===== config.mk =====
export PLATFORM = sky130hd
export DESIGN_NAME = multdiv_ctrl
export DESIGN_NICKNAME = d
export VERILOG_FILES = /design/src/rtl/multdiv_ctrl.sv
export SDC_FILE = /design/constraint.sdc
export NUM_CORES = 1
export LEC_CHECK = 0
export ABC_AREA = 0
export BUFFER_PORTS_ARGS = -buffer_cell sky130_fd_sc_hd__buf_4
export CAP_MARGIN = 0
export CORE_UTILIZATION = 35
export CTS_BUF_LIST = sky130_fd_sc_hd__clkbuf_4
export DETAILED_ROUTE_END_ITERATION = 8
export PLACE_DENSITY = 0.68
export RECOVER_POWER = 25
export SLEW_MARGIN = 0
export SYNTH_ARGS = -nofsm -noshare
export SYNTH_HDL_FRONTEND = slang
export SYNTH_SLANG_ARGS = --single-unit

===== constraint.sdc =====
create_clock -name clock -period 4.69 [get_ports clock]
set_input_delay 0.2345 -clock clock [delete_from_list [all_inputs] [get_ports clock]]
set_output_delay 0.2345 -clock clock [all_outputs]
set_load 0.005 [all_outputs]

===== src/rtl/multdiv_ctrl.sv =====
// Sequencer for the iterative multdiv unit: latches an issue, pulses start, stalls until the result retires.
// Optional watchdog enabled by defining MULTDIV_TIMEOUT_EN.
module multdiv_ctrl #(
    parameter int CNT_W   = 6,
    parameter int TIMEOUT = 40
) (
    input  logic        clock,
    input  logic        reset,
    input  logic        issue_valid,
    input  logic        issue_op,
    input  logic [4:0]  issue_rd,
    input  logic [31:0] issue_a,
    input  logic [31:0] issue_b,
    input  logic        flush,
    output logic        md_ctrl_mult,
    output logic        md_ctrl_div,
    output logic [31:0] md_operandA,
    output logic [31:0] md_operandB,
    input  logic [31:0] md_result,
    input  logic        md_exception,
    input  logic        md_resultRDY,
    output logic        stall,
    output logic        busy,
    output logic        wb_valid,
    output logic [4:0]  wb_rd,
    output logic [31:0] wb_data,
    output logic        timeout_err
);

    typedef enum logic [1:0] {IDLE, START, WAIT, DONE} state_t;

    localparam logic [CNT_W-1:0] TO_LAST = CNT_W'(TIMEOUT - 1);

    state_t            state_q, state_d;
    logic              op_q, op_d;
    logic [4:0]        rd_q, rd_d;
    logic [31:0]       a_q, a_d;
    logic [31:0]       b_q, b_d;
    logic [CNT_W-1:0]  cnt_q, cnt_d;
    logic              mult_q, mult_d;
    logic              div_q, div_d;
    logic              wb_valid_q, wb_valid_d;
    logic [4:0]        wb_rd_q, wb_rd_d;
    logic [31:0]       wb_data_q, wb_data_d;
    logic              timeout_err_q, timeout_err_d;
    logic              accept;
    logic              timeout_hit;

    assign accept = issue_valid & ~flush;

`ifdef MULTDIV_TIMEOUT_EN
    assign timeout_hit = (cnt_q == TO_LAST);
`else
    assign timeout_hit = 1'b0;
`endif

    always_comb begin
        state_d       = state_q;
        op_d          = op_q;
        rd_d          = rd_q;
        a_d           = a_q;
        b_d           = b_q;
        cnt_d         = cnt_q;
        mult_d        = 1'b0;
        div_d         = 1'b0;
        wb_valid_d    = 1'b0;
        wb_rd_d       = wb_rd_q;
        wb_data_d     = wb_data_q;
        timeout_err_d = timeout_err_q;
        case (state_q)
            IDLE: begin
                if (accept) begin
                    op_d    = issue_op;
                    rd_d    = issue_rd;
                    a_d     = issue_a;
                    b_d     = issue_b;
                    mult_d  = ~issue_op;
                    div_d   = issue_op;
                    state_d = START;
                end
            end
            START: begin
                cnt_d   = '0;
                state_d = flush ? IDLE : WAIT;
            end
            WAIT: begin
                // Saturate at the watchdog threshold so the counter never wraps.
                cnt_d = (cnt_q == TO_LAST) ? cnt_q : cnt_q + CNT_W'(1);
                if (flush) begin
                    state_d = IDLE;
                end else if (md_resultRDY) begin
                    state_d    = DONE;
                    wb_valid_d = 1'b1;
                    wb_rd_d    = md_exception ? 5'd30 : rd_q;
                    wb_data_d  = md_exception ? (op_q ? 32'd5 : 32'd4) : md_result;
                end else if (timeout_hit) begin
                    state_d       = DONE;
                    wb_valid_d    = 1'b1;
                    wb_rd_d       = 5'd30;
                    wb_data_d     = op_q ? 32'd5 : 32'd4;
                    timeout_err_d = 1'b1;
                end
            end
            DONE: begin
                state_d = IDLE;
            end
            default: begin
                state_d = IDLE;
            end
        endcase
    end

    always_ff @(posedge clock or negedge reset) begin
        if (!reset) begin
            state_q       <= IDLE;
            op_q          <= 1'b0;
            rd_q          <= '0;
            a_q           <= '0;
            b_q           <= '0;
            cnt_q         <= '0;
            mult_q        <= 1'b0;
            div_q         <= 1'b0;
            wb_valid_q    <= 1'b0;
            wb_rd_q       <= '0;
            wb_data_q     <= '0;
            timeout_err_q <= 1'b0;
        end else begin
            state_q       <= state_d;
            op_q          <= op_d;
            rd_q          <= rd_d;
            a_q           <= a_d;
            b_q           <= b_d;
            cnt_q         <= cnt_d;
            mult_q        <= mult_d;
            div_q         <= div_d;
            wb_valid_q    <= wb_valid_d;
            wb_rd_q       <= wb_rd_d;
            wb_data_q     <= wb_data_d;
            timeout_err_q <= timeout_err_d;
        end
    end

    // IDLE stall is combinational so the issuing instruction freezes in its own cycle; gated by reset.
    always_comb begin
        stall = 1'b0;
        case (state_q)
            IDLE:        stall = accept & reset;
            START, WAIT: stall = ~flush;
            default:     stall = 1'b0;
        endcase
    end

    assign busy         = (state_q != IDLE);
    assign md_ctrl_mult = mult_q;
    assign md_ctrl_div  = div_q;
    assign md_operandA  = a_q;
    assign md_operandB  = b_q;
    assign wb_valid     = wb_valid_q;
    assign wb_rd        = wb_rd_q;
    assign wb_data      = wb_data_q;
    assign timeout_err  = timeout_err_q;

endmodule


Yosys cells after proc, flatten, opt, wreduce, memory -nomap -nowiden
Cells that the tools add are included.
Cells by class
  mux-type cells: 16
  bitwise operators: 4
  reduce and logical (&&, ||, !) cells: 6
  eq/ne operators: 5
Operators with widths (count)
  two-way mux 32 bit: 1
  two-way mux 1 bit: 8
  two-way mux 2 bit: 4
  case mux 2 bit (4 select lines): 1
  two-way mux 5 bit: 1
  == test 2 bit, second input constant: 2
  AND reduction 2 bit: 2
  != test 3 bit, second input constant: 1
  AND reduction 3 bit: 1
  AND 1 bit: 2
  == test 2 x 1 -> 1 bit, second input constant: 1
  zero test 2 bit: 1
  != test 2 bit, second input constant: 1
  NOT 1 bit: 2
  case mux 1 bit (2 select lines): 1
  nonzero test 2 bit: 1
  OR reduction 2 bit: 1
Storage, ports and cells
  bits of input ports: 108
  output and inout port bits: 107
  flip-flop bits (word level): 112
  logic and storage cells: 41

Logic depth before layout (Yosys ltp)
Gate-level depths: netlist (run 1).
  depth after elaboration: 4
  depth in mapped cells: 7

Worst setup path before layout (run 1)
Ideal clock, no wire load.
  kind: register to register
  start point: reg state_q[0]
  end point: reg a_q[0], in the netlist md_operandA[0]
  setup time: 0.125 ns
  data required time: 4.565 ns
  buffers on the path: 2
  slack: 3.114 ns
  arrival time: 1.451 ns
  cell stages (with the launch flop): 7
  path through: dfrtp_1 inv_1 ha_1 and3b_1 buf_6 buf_6 mux2_4
On the way
  word-level cells in the longest chain between the ends: 2
Ends and longest elaborated chain
  from (decl): line 34  | state_t state_q, state_d;
  from (signal assigned): line 128  | state_q <= state_d;
  zero test 2 bit: line 70  | case (state_q)
  AND reduction 2 bit (no source line)
  to (signal assigned): line 118  | a_q <= '0;
  to (signal assigned): line 131  | a_q <= a_d;
  to (decl): line 37  | logic [31:0] a_q, a_d;
No other way between the ends.
A chain may end at the register's enable or synchronous reset.

Worst setup path after layout (run 1)
  start point: reg state_q[0]
  end point: out stall
On the way
  word-level cells in the longest chain between the ends: 3
Ends and longest elaborated chain
  == test 2 x 1 -> 1 bit or == test 2 bit (tied branches)
  OR reduction 2 bit: line 146  | case (state_q)
  case mux 1 bit (2 select lines) (*): line 146
  to (decl): line 22  | output logic stall,
Every way passes the cells marked *; elsewhere a longest branch is shown, timed or not.

==> results summary, run 1 <==
The aggregate negative setup slack is 0 ns. The worst setup path is captured at an output pin. The final worst clock skew came out at between 0.015 and 0.02 ns. The count of final hold-check violations came to 0. The total power consumption of the routed design is 3.81 mW. The fmax came out at 400 MHz. Routability-driven placement finished with a final weighted congestion of 0.754. In the global route stage, overall resource usage came out at 18.2%. The number of cells in the design after placement came out at between 700 and 800. The number of nets in the finished design came out at 762. The final number of setup-violating endpoints came out at 0. The number of cells traversed by the worst hold path is 4. Across the VDD grid, the largest voltage drop is ~330 uV. The flow ran to the end, and the final reports show no timing, DRC or antenna violations. The worst register-to-register path ends at md_operandA[16]. The cell count of the worst reg-to-reg path came out at 5.

The number of sinks driven by the clock tree came out at 112. By area the synthesized netlist is led by dfrtp_1 (59%), mux2_4 (22%), nand2b_1 (4.4%). The clock network latency to the later pin of the worst-skew pair is ~0.48 ns. The critical path is of the flip-flop to output pin type. In the synthesized netlist, mux cells make up roughly 22% of the area. STA classifies the critical path startpoint as a flip-flop. TritonCTS built the clock tree. The worst hold margin came out at 0.0816 ns. The vertical die dimension came out at around 120 um. The per-cell via count in the routed design is 4.40. For this block, the initial DRC count from the detailed router was approximately 160. The synthesized area is 4730 sq um. In this run the worst path has a maximum fanout of 71.

After layout, the worst path uses around 53% of the clock period. The total leakage power came out at 3.72 nW. The largest single stage delay on the critical path is 0.43 ns. The average wire per standard cell came out at 14.7 um. The core region area came out at 13200 sq um. Walking the worst path, the cells encountered are inv_1 > ha_1 > and3b_4 > buf_12 > a21oi_1 > nor2_1 > buf_4. The measured slew at the worst slew-check pin came out at 0.739 ns. The setup slack of the worst register-to-register path is 2.73 ns. The synthesized instance count is 341. The synthesized netlist contains 23 unique library cells. Compared with the post-synthesis result, the final layout area differs by 60.4%. The biggest area contributor in the post-synthesis netlist is dfrtp_1. The area share of the leading cell type in the synthesized netlist came out at 59.3%. Once routing completed, OpenROAD measured the worst setup slack at 2.19 ns. The chip width is about 120 um.

The library cell used most frequently in the layout, excluding fill and tap cells, is buf_4. The slowest stage of the critical path belongs to the cell dfrtp_1. The tightest min-delay check is of the input pin to flip-flop type. The post-route antenna net violation count is 0. The maximum clock insertion buffer count is 2. The total number of placement rows is between 40 and 50. By area, the combinational part of the netlist is dominated by multiplexers. The flip-flop and latch area came out at roughly 2800 sq um. The first-pass GRT wire length is between 20000 and 25000 um. The clock-pin slew on the worst setup and hold paths is around 0.15 ns. The count of buffers added by post-CTS timing repair for setup is 0. In this run the critical register-to-register path is launched from state_q[0]. Entering global routing, the biggest net connects 76 pins. Measured against its own limit, the worst slew margin works out to 50.7%. Leaving out fill and tap cells, the most frequent cells in the layout are buf_4 (185), dfrtp_1 (112), dlygate4sd3_1 (102). The routed layout has 3653 vias. The die area is 14000 sq um. The combined area of the multi-input logic cells is 1760 sq um. The total of flip-flops plus latches after synthesis came out at roughly 110. The wire length after detailed routing is 12200 um. The half-perimeter wire length after detailed placement is about 7400 um. The count of TritonRoute iterations in the first routing pass came out at 6. The initial utilization of the core area, before any placement, comes to 35.8%. The number of H-tree levels came out at 3. Summing the areas of all and, or, nand and nor instances in the mapped netlist gives under 10% of the synthesized area. The power per standard cell area came out at 503 nW/um^2. Counting the buffers created by CTS gives 9. The minimum clock period after layout came out at ~2.5 ns. For hold timing, the worst endpoint is state_q[1]. After global routing the overflow that remains totals 0. At the placement stage, the worst setup path has a slack of about 2.7 ns. The number of buffer cells added on primary ports came out at 213.

For this run, the number of Yosys warnings is 0. Data arrives at the worst endpoint at 2.26 ns. At the worst endpoint, the required time is 4.46 ns.

The number of antenna violations at the first check in global routing is 0. The max-slew violation total from the final report was 0. The antenna diode count is 0.

Fill cells in the final layout number 1102. The number of top-level pins came out at 215. The average size of a mapped cell is 13.9 sq um. The net count of the mapped netlist came out at 454. The cell sitting at the root of the clock tree is a clkbuf_4. The post-route netlist has 45.6% of its cells at a drive strength greater than 1. The critical hold path startpoint is flush. In the routed design, unresolved DRC markers number 0.

The via count of the first global-routing pass came out at approximately 3900. The post-synthesis xor/xnor area fraction is 0%. Sequential elements use 59.3% of the synthesized area. After Yosys synthesis, full adders, half adders and majority gates account for 1.32% of the synthesized area. Setup repair after global routing left no endpoint under its margin. The max-capacitance violation count came out at 0.

Summing the areas of all compound-gate instances in the mapped netlist gives under 10% of the synthesized area. The number of cells in the finished layout apart from fillers came out at 830.
power breakdown:
group / leakage, nW / internal (mW) / switching, mW
registers: 1.39 / 1.41 / 0.266
logic: 2.26 / 1.11 / 0.539
clock network: 0.0744 / 0.168 / 0.322
kinds of logic after synthesis:
logic type | count (synthesis)
buf+inv | 26
fa+ha+maj | 5
simple gates | 84
flops | 112
mux | 71
compound gates | 42
other cells | 1
worst max-delay path: cells and delay by family, from the launching register on:
family | cells | cell delay (ns)
buf+inv | 3 | 0.66
flops | 1 | 0.43
fa+ha+maj | 1 | 0.23
simple gates | 2 | 0.34
compound gates | 1 | 0.13
cell type report:
class                           instances  share of cell area, %
Clock buffer                            9                  0.891
Clock inverter                          7                   1.04
Inverter                                5                  0.247
Multi-Input combinational cell        203                   23.2
Sequential cell                       112                   37.0
Tap cell                              176                   2.90
Timing Repair Buffer                  318                   34.8
state kept, by name, summed over array words and instances, names as in the netlist, 2 cells and up:
signal	cells
wb_rd	5
md_operandB	32
wb_data	32
md_operandA	32
rd_q	5
state_q	2
synth_stat cells (all sizes together):
cell type / n
o2bb2ai: 1
a32oi: 1
a21oi: 1
or2: 1
buf: 15
mux2i: 2
and2: 1
nand2b: 33
o21ai: 38
clkbuf: 6
mux2: 69
nor2: 8
nor2b: 1
a21o: 1
conb: 1
dfrtp: 112
ha: 5
nand2: 38
inv: 5
and3b: 1
nand3b: 1
stage by stage:
step,util [%],cell area [sq um]
floorplan,-,4730
global placement,48.8,6440
detailed placement,48.8,6440
CTS,57.6,7600
global route,57.5,7580
finish,57.5,7580
worst max-delay path by stage:
stage,startpoint,to,cells past startpoint
6_report,state_q[0],stall,7
5_1_grt,state_q[0],stall,7
4_1_cts,state_q[0],stall,7
3_5_place_dp,state_q[0],stall,7
3_3_place_gp,state_q[0],stall,7
2_1_floorplan,state_q[0],md_operandA[0],6
metal layers:
metal	part of all wire, %	global-route usage, %	vias up
met5	0	0	-
met4	1.2	4.25	0
met3	6.0	5.45	11
met2	52	32.2	128
met1	41	21.6	1770
li1	-	-	1744
repair_timing:
item	CTS	global route
endpoints found under the setup margin	0	0
hold endpoints to repair	154	0
gates resized for setup	0	0
hold buffers	102	0
No activity file was read; power rests on OpenSTA's default activity.
==> run 2, diff against run 1 <==
--- a/config.mk
+++ b/config.mk
@@ -11,7 +11,7 @@
 export CORE_UTILIZATION = 35
 export CTS_BUF_LIST = sky130_fd_sc_hd__clkbuf_4
 export DETAILED_ROUTE_END_ITERATION = 8
-export PLACE_DENSITY = 0.68
+export PLACE_DENSITY = 0.7
 export RECOVER_POWER = 25
 export SLEW_MARGIN = 0
 export SYNTH_ARGS = -nofsm -noshare
==> constraint.sdc (replaced) <==
create_clock -name clock -period 2.2 [get_ports clock]
set_input_delay 0.11 -clock clock [delete_from_list [all_inputs] [get_ports clock]]
set_output_delay 0.11 -clock clock [all_outputs]
set_load 0.005 [all_outputs]
==> results summary, run 2 (synthesis gave the netlist of run 1 again) <==
The power per standard cell area came out at 1070 nW/um^2 (+110%). The fill cell instance count of the final layout is 1040 (-5.6%). The starting density of the core is 35.8% (unchanged). The type of the tightest min-delay check is input pin to flip-flop. The number of nets in the finished design is 771 (+1.2%). The measured slew at the worst slew-check pin is 1.40 ns (+0.658 ns).

The maximum number of pins on one net before global-route repair was 76 (unchanged). The fmax came out at 498 MHz. The peak supply drop came out at 556 uV (+70%).

The final worst clock skew is 0.0133 ns (-0.00513 ns). The post-route antenna net violation count was 0 (unchanged). Setup repair after global routing left no endpoint under its margin. The sum of overflow across all layers after global routing was 0 (unchanged). The number of antenna violations at the first check in global routing is 0 (unchanged). The tree is rooted in a clkbuf_4. The run finished with clean final reports. Relative to the synthesized area, the layout overhead comes to 63.0%.

The final number of setup-violating endpoints is 0 (unchanged). The cell count of the worst reg-to-reg path was 6 (+1). In this run the top signal layer used is met4. The max-slew violation total from the final report came out at 0 (unchanged). The number of buffer cells added on primary ports is 213 (unchanged). The number of H-tree levels came to 3 (unchanged). The worst setup path is launched from a flip-flop.

The vertical die dimension was 118 um (unchanged). The final core utilization is 58.4% (+0.93 points). The ratio of cells with drive above 1 in the final layout is 46.2% (+0.66 points). The worst hold path begins at md_resultRDY. The setup slack of the worst register-to-register path came out at 0.30 ns (-2.43 ns). The type of destination of the critical path is an output pin.

The library cell used most frequently in the layout, excluding fill and tap cells, is buf_4. The number of buffers created by CTS came out at 9 (unchanged). The average wire per standard cell came out at 15.3 um (+3.9%). The post-route DRC violation count was 0 (unchanged).

The chip width came to 118 um (unchanged). The minimum clock period after layout is 2.01 ns. The post-detailed-placement cell area is 6480 sq um (+0.62%).

The maximum clock insertion buffer count was 2 (unchanged). The overall routing resource usage is 19.1% (+0.88 points). The final design area excluding fillers came out at 7710 sq um (+1.6%). The max-capacitance violation count came out at 0 (unchanged). The via count of the first global-routing pass is 4076 (+4.7%).

The first-pass GRT wire length came out at 21000 um (+4.5%). The data arrival time of the critical path was 1.90 ns (-0.36 ns). The met2 layer wire length in the routed design is 6630 um (+4.4%).

The half-perimeter wire length after detailed placement is 7930 um (+7.3%). The count of routing violations after the opening detailed-route iteration came out at 133 (-18%). The total power consumption of the routed design came out at 8.25 mW (+120%). The maximum net fanout on the critical path came out at 4 (-94%). The number of cells in the finished layout apart from fillers was 838 (+0.96%). The critical path is of the flip-flop to output pin type. The CTS tree is done.

The worst hold margin is 0.0644 ns (-0.0172 ns). The per-cell via count in the routed design is 4.46 (+1.4%). The number of cells in the design after placement came to 714 (+0.28%). The number of sinks driven by the clock tree came out at 112 (unchanged). The final clock period utilization by the worst path came out at about nine tenths. The aggregate negative setup slack is 0 ns (unchanged). The core region area came out at 13200 sq um (unchanged).

The worst register-to-register path begins at state_q[0]. The number of top-level pins is 215 (unchanged). The count of TritonRoute iterations in the first routing pass was 4 (-2).

The worst setup slack after layout came out at 0.193 ns (-2.00 ns). The antenna diode count is 0 (unchanged). The count of final hold-check violations was 0 (unchanged). The detailed-routing wirelength on met1 is 5390 um (+7.8%).

In the layout the commonest cells are buf_4 (214), dfrtp_1 (112), dlygate4sd3_1 (106). The clock-pin slew on the worst setup and hold paths is 0.14 ns (about the same). The final weighted congestion in routability-driven placement was 0.774 (+2.7%). The overall via count from detail_route came out at 3739 (+2.4%). The worst hold path terminates at state_q[0]. The total leakage power is 3.80 nW (+2.2%). The required arrival time at the worst endpoint is 2.09 ns (-2.37 ns).

The wire length after detailed routing is 12800 um (+4.9%). The total number of placement rows is 42 (unchanged). The relative slew slack is 6.86% (-44 points). The number of cells traversed by the worst hold path came to 3 (-1). The clock network latency to the later pin of the worst-skew pair is 0.46 ns (-0.02 ns).

The worst flop-to-flop path endpoint is state_q[1]. The die area is 14000 sq um (unchanged). The pre-CTS setup slack is 0.421 ns (-2.24 ns).

The met3 layer wire length in the routed design is 576 um (-21%).
[run 2: cell types whose count changed in the layout (fill, tap and decap cells not counted), sizes merged]
| cell | change |
|---|---|
| clkinv | +1 |
| inv | -2 |
| bufbuf | +1 |
| clkbuf | -26 |
| dlygate4sd3 | +4 |
| buf | +32 |
| clkinvlp | -2 |
[run 2: worst max-delay path by stage]
stage,from,endpoint,slack (ns),depth (start not counted)
floorplan,state_q[0],md_operandA[0],0.62,6
global placement,state_q[0],md_operandB[24],0.49,5
detailed placement,state_q[0],md_operandB[31],0.42,5
CTS,state_q[0],stall,0.003,7
global route,state_q[1],stall,0.06,7
finish,state_q[1],stall,0.19,7
[run 2: cell type report]
cell class,instances,area [sq um],share of cell area (%)
Tap cell,176,220,2.86
Multi-Input combinational cell,203,1760,22.9
Clock inverter,4,46.3,0.601
Timing Repair Buffer,327,2770,36.0
Sequential cell,112,2800,36.4
Clock buffer,11,82.6,1.07
Inverter,5,18.8,0.244
[run 2: power by group]
| part | internal (mW) | total, mW | switching (mW) |
|---|---|---|---|
| sequential | 3.01 | 3.60 | 0.590 |
| combinational | 2.46 | 3.65 | 1.18 |
| clock | 0.363 | 1.00 | 0.640 |
| total | 5.83 | 8.25 | 2.41 |
[run 2: critical path, stage by stage (launching register included)]
cell and delay [ns]:
dfrtp_1 0.43, inv_1 0.14, ha_2 0.23, and3b_4 0.26, buf_12 0.11, a21oi_1 0.06, nor2_1 0.10, buf_4 0.12
[run 2: repair_timing]
action                                  in CTS  in global routing
buffers inserted                             0                  2
gates cloned                                 1                  0
hold endpoints to repair                   218                  0
endpoints found under the setup margin       1                  1
hold buffers                               106                  0
resized for setup                            0                  2
[run 2: per-layer routing]
layer  track usage (%)  vias to the layer above
li1                  -                     1767
met1              23.4                     1818
met2              33.5                      136
met3              3.23                       18
met4              7.05                        0
met5                 0                        -
